--- src/rtl/codeword_translator.sv ---
// Packet serialiser that drives an RF switch from a free-running square wave.
// A synchronised trigger edge starts a packet that phase-translates or gates ref_signal one payload bit at a time.
module codeword_translator #(
    parameter int DATA_W      = 10,
    parameter int SHIFT_DIV   = 2,
    parameter int BIT_CYCLES  = 20,
    parameter int START_DELAY = 40,
    parameter int MODE        = 0
) (
    input  logic              clock,
    input  logic              reset,
    input  logic              trigger_signal,
    input  logic [DATA_W-1:0] data_in,
    output logic              ref_signal,
    output logic              signal_into_switch,
    output logic              busy,
    output logic              done,
    output logic              RSS_EN
);

    if (DATA_W < 1 || DATA_W > 32) begin : g_bad_data_w
        $error("codeword_translator: DATA_W must be in 1..32");
    end
    if (SHIFT_DIV < 1) begin : g_bad_shift_div
        $error("codeword_translator: SHIFT_DIV must be at least 1");
    end
    if (BIT_CYCLES < 1) begin : g_bad_bit_cycles
        $error("codeword_translator: BIT_CYCLES must be at least 1");
    end
    if (START_DELAY < 0) begin : g_bad_start_delay
        $error("codeword_translator: START_DELAY must be at least 0");
    end
    if (MODE != 0 && MODE != 1) begin : g_bad_mode
        $error("codeword_translator: MODE must be 0 or 1");
    end

    localparam int REF_W  = (SHIFT_DIV > 1)   ? $clog2(SHIFT_DIV)   : 1;
    localparam int BIT_W  = (BIT_CYCLES > 1)  ? $clog2(BIT_CYCLES)  : 1;
    localparam int IDX_W  = (DATA_W > 1)      ? $clog2(DATA_W)      : 1;
    localparam int WAIT_W = (START_DELAY > 1) ? $clog2(START_DELAY) : 1;

    localparam logic [REF_W-1:0]  REF_LAST  = REF_W'(SHIFT_DIV - 1);
    localparam logic [BIT_W-1:0]  BIT_LAST  = BIT_W'(BIT_CYCLES - 1);
    localparam logic [IDX_W-1:0]  IDX_LAST  = IDX_W'(DATA_W - 1);
    localparam logic [WAIT_W-1:0] WAIT_LAST = WAIT_W'((START_DELAY > 0) ? START_DELAY - 1 : 0);

    typedef enum logic [1:0] {
        S_IDLE,
        S_WAIT,
        S_TX,
        S_DONE
    } state_t;

    state_t              state_reg;
    state_t              state_next;
    logic [1:0]          sync_reg;
    logic                trig_prev_reg;
    logic                trig_rise;
    logic [REF_W-1:0]    ref_cnt_reg;
    logic                ref_reg;
    logic [WAIT_W-1:0]   wait_cnt_reg;
    logic [BIT_W-1:0]    bit_cnt_reg;
    logic [IDX_W-1:0]    bit_idx_reg;
    logic [DATA_W-1:0]   shift_reg;
    logic                bit_end;
    logic                tx_bit;

    // Two-flop synchroniser; the extra flop only feeds the edge detector.
    always_ff @(posedge clock or posedge reset) begin
        if (reset) begin
            sync_reg      <= '0;
            trig_prev_reg <= 1'b0;
        end else begin
            sync_reg      <= {sync_reg[0], trigger_signal};
            trig_prev_reg <= sync_reg[1];
        end
    end

    assign trig_rise = sync_reg[1] & ~trig_prev_reg;

    always_ff @(posedge clock or posedge reset) begin
        if (reset) begin
            ref_cnt_reg <= '0;
            ref_reg     <= 1'b0;
        end else if (ref_cnt_reg == REF_LAST) begin
            ref_cnt_reg <= '0;
            ref_reg     <= ~ref_reg;
        end else begin
            ref_cnt_reg <= ref_cnt_reg + REF_W'(1);
        end
    end

    always_ff @(posedge clock or posedge reset) begin
        if (reset) begin
            state_reg <= S_IDLE;
        end else begin
            state_reg <= state_next;
        end
    end

    assign bit_end = (bit_cnt_reg == BIT_LAST);

    always_comb begin
        state_next = state_reg;
        unique case (state_reg)
            S_IDLE: if (trig_rise) state_next = (START_DELAY == 0) ? S_TX : S_WAIT;
            S_WAIT: if (wait_cnt_reg == WAIT_LAST) state_next = S_TX;
            S_TX:   if (bit_end && bit_idx_reg == IDX_LAST) state_next = S_DONE;
            S_DONE: state_next = S_IDLE;
            default: state_next = S_IDLE;
        endcase
    end

    // Counters clear whenever their state is not active, so each starts at 0 on entry.
    always_ff @(posedge clock or posedge reset) begin
        if (reset) begin
            wait_cnt_reg <= '0;
            bit_cnt_reg  <= '0;
            bit_idx_reg  <= '0;
            shift_reg    <= '0;
        end else begin
            wait_cnt_reg <= '0;
            bit_cnt_reg  <= '0;
            bit_idx_reg  <= '0;
            unique case (state_reg)
                S_IDLE: if (trig_rise) shift_reg <= data_in;
                S_WAIT: if (wait_cnt_reg != WAIT_LAST) wait_cnt_reg <= wait_cnt_reg + WAIT_W'(1);
                S_TX: begin
                    bit_idx_reg <= bit_idx_reg;
                    if (!bit_end) begin
                        bit_cnt_reg <= bit_cnt_reg + BIT_W'(1);
                    end else if (bit_idx_reg != IDX_LAST) begin
                        bit_idx_reg <= bit_idx_reg + IDX_W'(1);
                        shift_reg   <= shift_reg << 1;
                    end
                end
                default: ;
            endcase
        end
    end

    assign tx_bit = shift_reg[DATA_W-1];

    always_comb begin
        signal_into_switch = ref_reg;
        if (state_reg == S_TX) begin
            signal_into_switch = (MODE == 1) ? (ref_reg & tx_bit) : ~(ref_reg ^ tx_bit);
        end
    end

    assign ref_signal = ref_reg;
    assign busy       = (state_reg != S_IDLE);
    assign done       = (state_reg == S_DONE);
    assign RSS_EN     = 1'b1;

endmodule

--- config.mk ---
export PLATFORM = sky130hd
export DESIGN_NAME = codeword_translator
export DESIGN_NICKNAME = d
export VERILOG_FILES = /design/src/rtl/codeword_translator.sv
export SDC_FILE = /design/constraint.sdc
export NUM_CORES = 1
export LEC_CHECK = 0
export CAP_MARGIN = 20
export CORE_ASPECT_RATIO = 2
export CORE_UTILIZATION = 30
export DETAILED_ROUTE_END_ITERATION = 7
export SLEW_MARGIN = 30
export SYNTH_ARGS = -nofsm -noshare
export SYNTH_HDL_FRONTEND = slang
export SYNTH_SLANG_ARGS = --single-unit
export TNS_END_PERCENT = 1
--- constraint.sdc ---
create_clock -name clock -period 1.6 [get_ports clock]
set_input_delay 0.32 -clock clock [delete_from_list [all_inputs] [get_ports clock]]
set_output_delay 0.32 -clock clock [all_outputs]
set_load 0.01 [all_outputs]
## After elaboration in Yosys (flattened, before gate mapping)

Cells that the tools add are included.

| cells by class | value |
|---|---|
| multiplexer cells | 17 |
| reduce and logical (&&, ||, !) cells | 7 |
| bitwise gates (word level) | 5 |
| equal/unequal tests | 13 |
| add/sub/neg operators | 4 |

Operators by type and width:

| cell | count |
|---|---|
| 10-bit two-way mux | 3 |
| 10-bit case mux with 2 select lines | 1 |
| 4-bit two-way mux | 3 |
| 6-bit two-way mux | 2 |
| 5-bit two-way mux | 2 |
| 2-bit != test (second input constant) | 5 |
| 2-bit case mux with 4 select lines | 1 |
| 6-bit by 1-bit adder with 6-bit output (second input constant) | 1 |
| 6-bit equality test (second input constant) | 1 |
| 2-bit two-way mux | 3 |
| 6-bit != test (second input constant) | 1 |
| 5-bit by 1-bit adder with 5-bit output (second input constant) | 1 |
| 5-bit equality test (second input constant) | 1 |
| 4-bit by 1-bit adder with 4-bit output (second input constant) | 1 |
| 2-bit equality test (second input constant) | 2 |
| 4-bit equality test (second input constant) | 1 |
| 4-bit != test (second input constant) | 1 |
| 4-bit AND reduction | 1 |
| 2-bit nonzero test | 2 |
| 1-bit NOT | 3 |
| 3-bit AND reduction | 1 |
| 2-bit by 1-bit equality test with 1-bit output (second input constant) | 1 |
| 2-bit logical NOT | 1 |
| 1-bit two-way mux | 2 |
| 5 further kinds | 5 |

| word-level totals | value |
|---|---|
| register bits | 32 |
| input bits | 13 |

## Longest topological paths before layout

| logic depth | value |
|---|---|
| word-level depth | 4 |
| gate-level depth with buffers | 7 |
| gate-level depth less buffers | 6 |

## Worst setup path after synthesis

No wires, ideal clock.

| timing path | value |
|---|---|
| path type | flip-flop to flip-flop |
| start point | register state_reg[0] |
| end point | register shift_reg[1] |
| setup slack | -143 ps |
| required time | 1475 ps |
| cell stages (with the launch flop) | 8 |
| library setup time | 125 ps |
| period minus slack after synthesis | 1743 ps |
| buffers on the path | 1 |
| arrival time | 1618 ps |
| cell sequence | dfrtp_1 > inv_1 > ha_1 > buf_2 > nor2_1 > a21o_1 > a21oi_4 > mux2_2 |

| on the way | value |
|---|---|
| word-level cells in the longest chain between the ends | 3 |
| elaborated cells between the ends (all ways) | 8 |

Ends and longest elaborated chain:

| element | line | RTL |
|---|---|---|
| from (decl) | 54 | `state_t state_reg;` |
| from (signal assigned) | 97 | `state_reg <= state_next;` |
| 2-bit equality test or 2-bit logical NOT (tied branches) | 125 | `unique case (state_reg)` |
| 2-bit != test (no line) or 2-bit nonzero test (tied branches) | n/a |  |
| 4-bit AND reduction (no line) | n/a |  |
| to (signal assigned) | 126 | `S_IDLE: if (trig_rise) shift_reg <= data_in;` |
| to (signal assigned) | 134 | `shift_reg <= shift_reg << 1;` |
| to (decl) | 64 | `logic [DATA_W-1:0] shift_reg;` |

Several ways; a longest one is shown, not always the timed one.
A chain may end at the register's enable or synchronous reset.

## Worst setup path in the final report

| timing path | value |
|---|---|
| start point | register state_reg[0] |
| end point | register shift_reg[6] |

The elaborated chain is that of the path after synthesis.

==> reports/metrics.cfg <==
[finish]
fin_util_pct = 41.9
nFillCells = 477
multiInputGateArea_sq_um = 739
layout.area.seq_sq_um = 802
fin_area_sq_um = 2040
drive_gt1_share_pct = 34.5
nets = 185
syn2layout_area_growth_pct = 33.2
n_antenna_cell = 0
fin_cells = 222
largest_register_ffs = 10

[critical_path]
crit_end = shift_reg[6]
worstSetupPathType = flop to flop
critPathLaunch = state_reg[0]
worstPathRequired_ns = 1.76
cp_max_fo = 10
reg2reg_setup_slack_ns = -0.06
crit_arrival_ns = 1.83
rr_endpoint = shift_reg[6]
crit_path_end_kind = flop
r2r_start = state_reg[0]
rr_worst_depth = 8
start_kind = flop

[place]
place_area_sq_um = 1940
place.gp.congestion = 0.753
numPortBuffers = 16
dp_hpwl_microns = 2400
post-place-cells = 214

[timing]
finalSetupViolCount = 11
layout_worst_path_cycle_share_pct = 104
finalHoldViolCount = 0
period_needed_ns = 1.66
timing.final.ws_setup_ns = -0.0636
whs_ns = 0.351
slew_viol_final = 0
max_freq_mhz = 601
rsz0062_at_grt = true
fin_skew_ns = 0.00693

[synthesis]
synthFlopType = dfrtp_1
synth_top_area_cell = dfrtp_1
synth_nets = 147
synth_edf_count = 0
synth_most_common_cell = dfrtp_1
syn_area_sq_um = 1530
syn_avg_cell_area_sq_um = 12.1
synth_cell_types = 27
ys_top_cells_by_area = dfrtp_1 (52%), mux2_2 (14%), ha_1 (6.5%)
synth_top_area_share_pct = 52.3
async_flop_share_pct = 100
syn_inst = 126
synth_common_cells = dfrtp_1 (32), mux2_2 (19), nor2_1 (12), inv_1 (9), ha_1 (8)
synth-warning-count = 0
ys_seq_elements = 32
ys_seq_area_share_pct = 52.3

[run_status]
status = finished with violations
violations = setup timing

[global_route]
grt_usage_pct = 13.5
grt_overflow = 0
grt_pass1_wl_microns = 5240
grt_pass1_vias = 1210
antenna_found_initial = 0
grt_max_degree = 33

[cts]
root_buffer = clkbuf_8
cts_sinks = 32
clockBufferDepth = 2
tritoncts = done
ctsHtreeMaxLevel = 2
clk_pin_slew_ns = 0.07
post_cts_buffers = 0
clk_latency_ns = 0.28
cts_buffers = 5

[route]
wl_per_cell_microns = 13.9
drt-total-wl_microns = 3090
routed-via-count = 1057
vias_per_cell = 4.76
drcViolationCount = 0
ant_nets = 0
drt-initial-drc-count = 19
first_pass_iters = 4

[floorplanning]
io_pins = 18
die_h_microns = 103
initial_core_util_pct = 31.5
design.core.area_sq_um = 4860
die-area_sq_um = 5410
die_x_microns = 52.5
row_count = 36

[power_and_ir_drop]
peakVddDrop_mv = 0.946
leakagePower_nw = 0.956
power.density_nw_per_um2 = 1620
power_mw = 3.31

[run]
drv_cap = 0

[hold_path]
worst_hold_path_type = flop to flop

[worst min-delay path by stage]
stage	end	startpoint	depth (start not counted)
floorplan	sync_reg[1]	sync_reg[0]	0
global placement	sync_reg[1]	sync_reg[0]	0
detailed placement	sync_reg[1]	sync_reg[0]	0
CTS	sync_reg[1]	sync_reg[0]	0
global route	sync_reg[1]	sync_reg[0]	0
finish	sync_reg[1]	sync_reg[0]	0
[cell families after synthesis]
| group | Yosys count | synth area share (%) |
|---|---|---|
| buffers and inverters | 12 | 3.35 |
| flip-flops | 32 | 52.3 |
| AND/OR/NAND/NOR | 32 | 11.4 |
| XOR/XNOR | 11 | 6.30 |
| multiplexers | 20 | 14.6 |
| AO/OA/AOI/OAI | 10 | 5.15 |
| other | 1 | 0.245 |
| adder cells (fa/ha/maj) | 8 | 6.54 |
[area by class of cell]
cell class                      instances  area share [%]
Sequential cell                        32            39.3
Multi-Input combinational cell         82            36.3
Timing Repair Buffer                   34            14.7
Clock buffer                            6            4.05
Tap cell                               57            3.50
Inverter                                9            1.66
Clock inverter                          2           0.491
[critical path, stage by stage (launching register included)]
cell and delay, ns:
dfrtp_1 0.39, inv_2 0.11, ha_4 0.15, buf_6 0.09
nor2_2 0.04, a21o_1 0.17, a21oi_4 0.13, buf_12 0.16
mux2_4 0.30
[layout by cell type, fill, tap and decap left out, types with 6 or more instances in the layout]
master / Yosys / final
mux2_2: 19 / 10
nor2_1: 12 / 11
xor2_1: 6 / 6
clkdlybuf4s50_1: 0 / 12
dfrtp_1: 32 / 31
clkbuf_8: 0 / 6
buf_4: 1 / 16
mux2_4: 0 / 9
ha_1: 8 / 6
inv_1: 9 / 7
[power by group]
group	total [mW]	switching [mW]	internal (mW)
Combinational	1.54	0.615	0.927
Sequential	1.14	0.127	1.01
Clock	0.630	0.288	0.343
[metrics by stage]
stage | TNS (ns) | setup slack [ns]
after global placement | -0.611 | -0.0667
after global routing | -1.23 | -0.126
after detailed placement | -1.23 | -0.141
final | -0.558 | -0.0636
after floorplan | -0.849 | -0.0943
after CTS | -0.680 | -0.0758
[routing by layer]
metal / vias to the layer above / global-route usage, % / routed length, microns
met5: - / 0 / 0
met1: 536 / 12.6 / 1140
met3: 6 / 3.10 / 78
met2: 19 / 26.4 / 1810
li1: 496 / - / -
met4: 0 / 5.47 / 68
[timing repair]
item | CTS | global route
pin swaps | 2 | 0
endpoints found under the setup margin | 13 | 13
hold buffers | 0 | 0
hold endpoints to repair | 0 | 0
resized for setup | 14 | 3
Note: power is estimated with default switching activity, not from simulation.
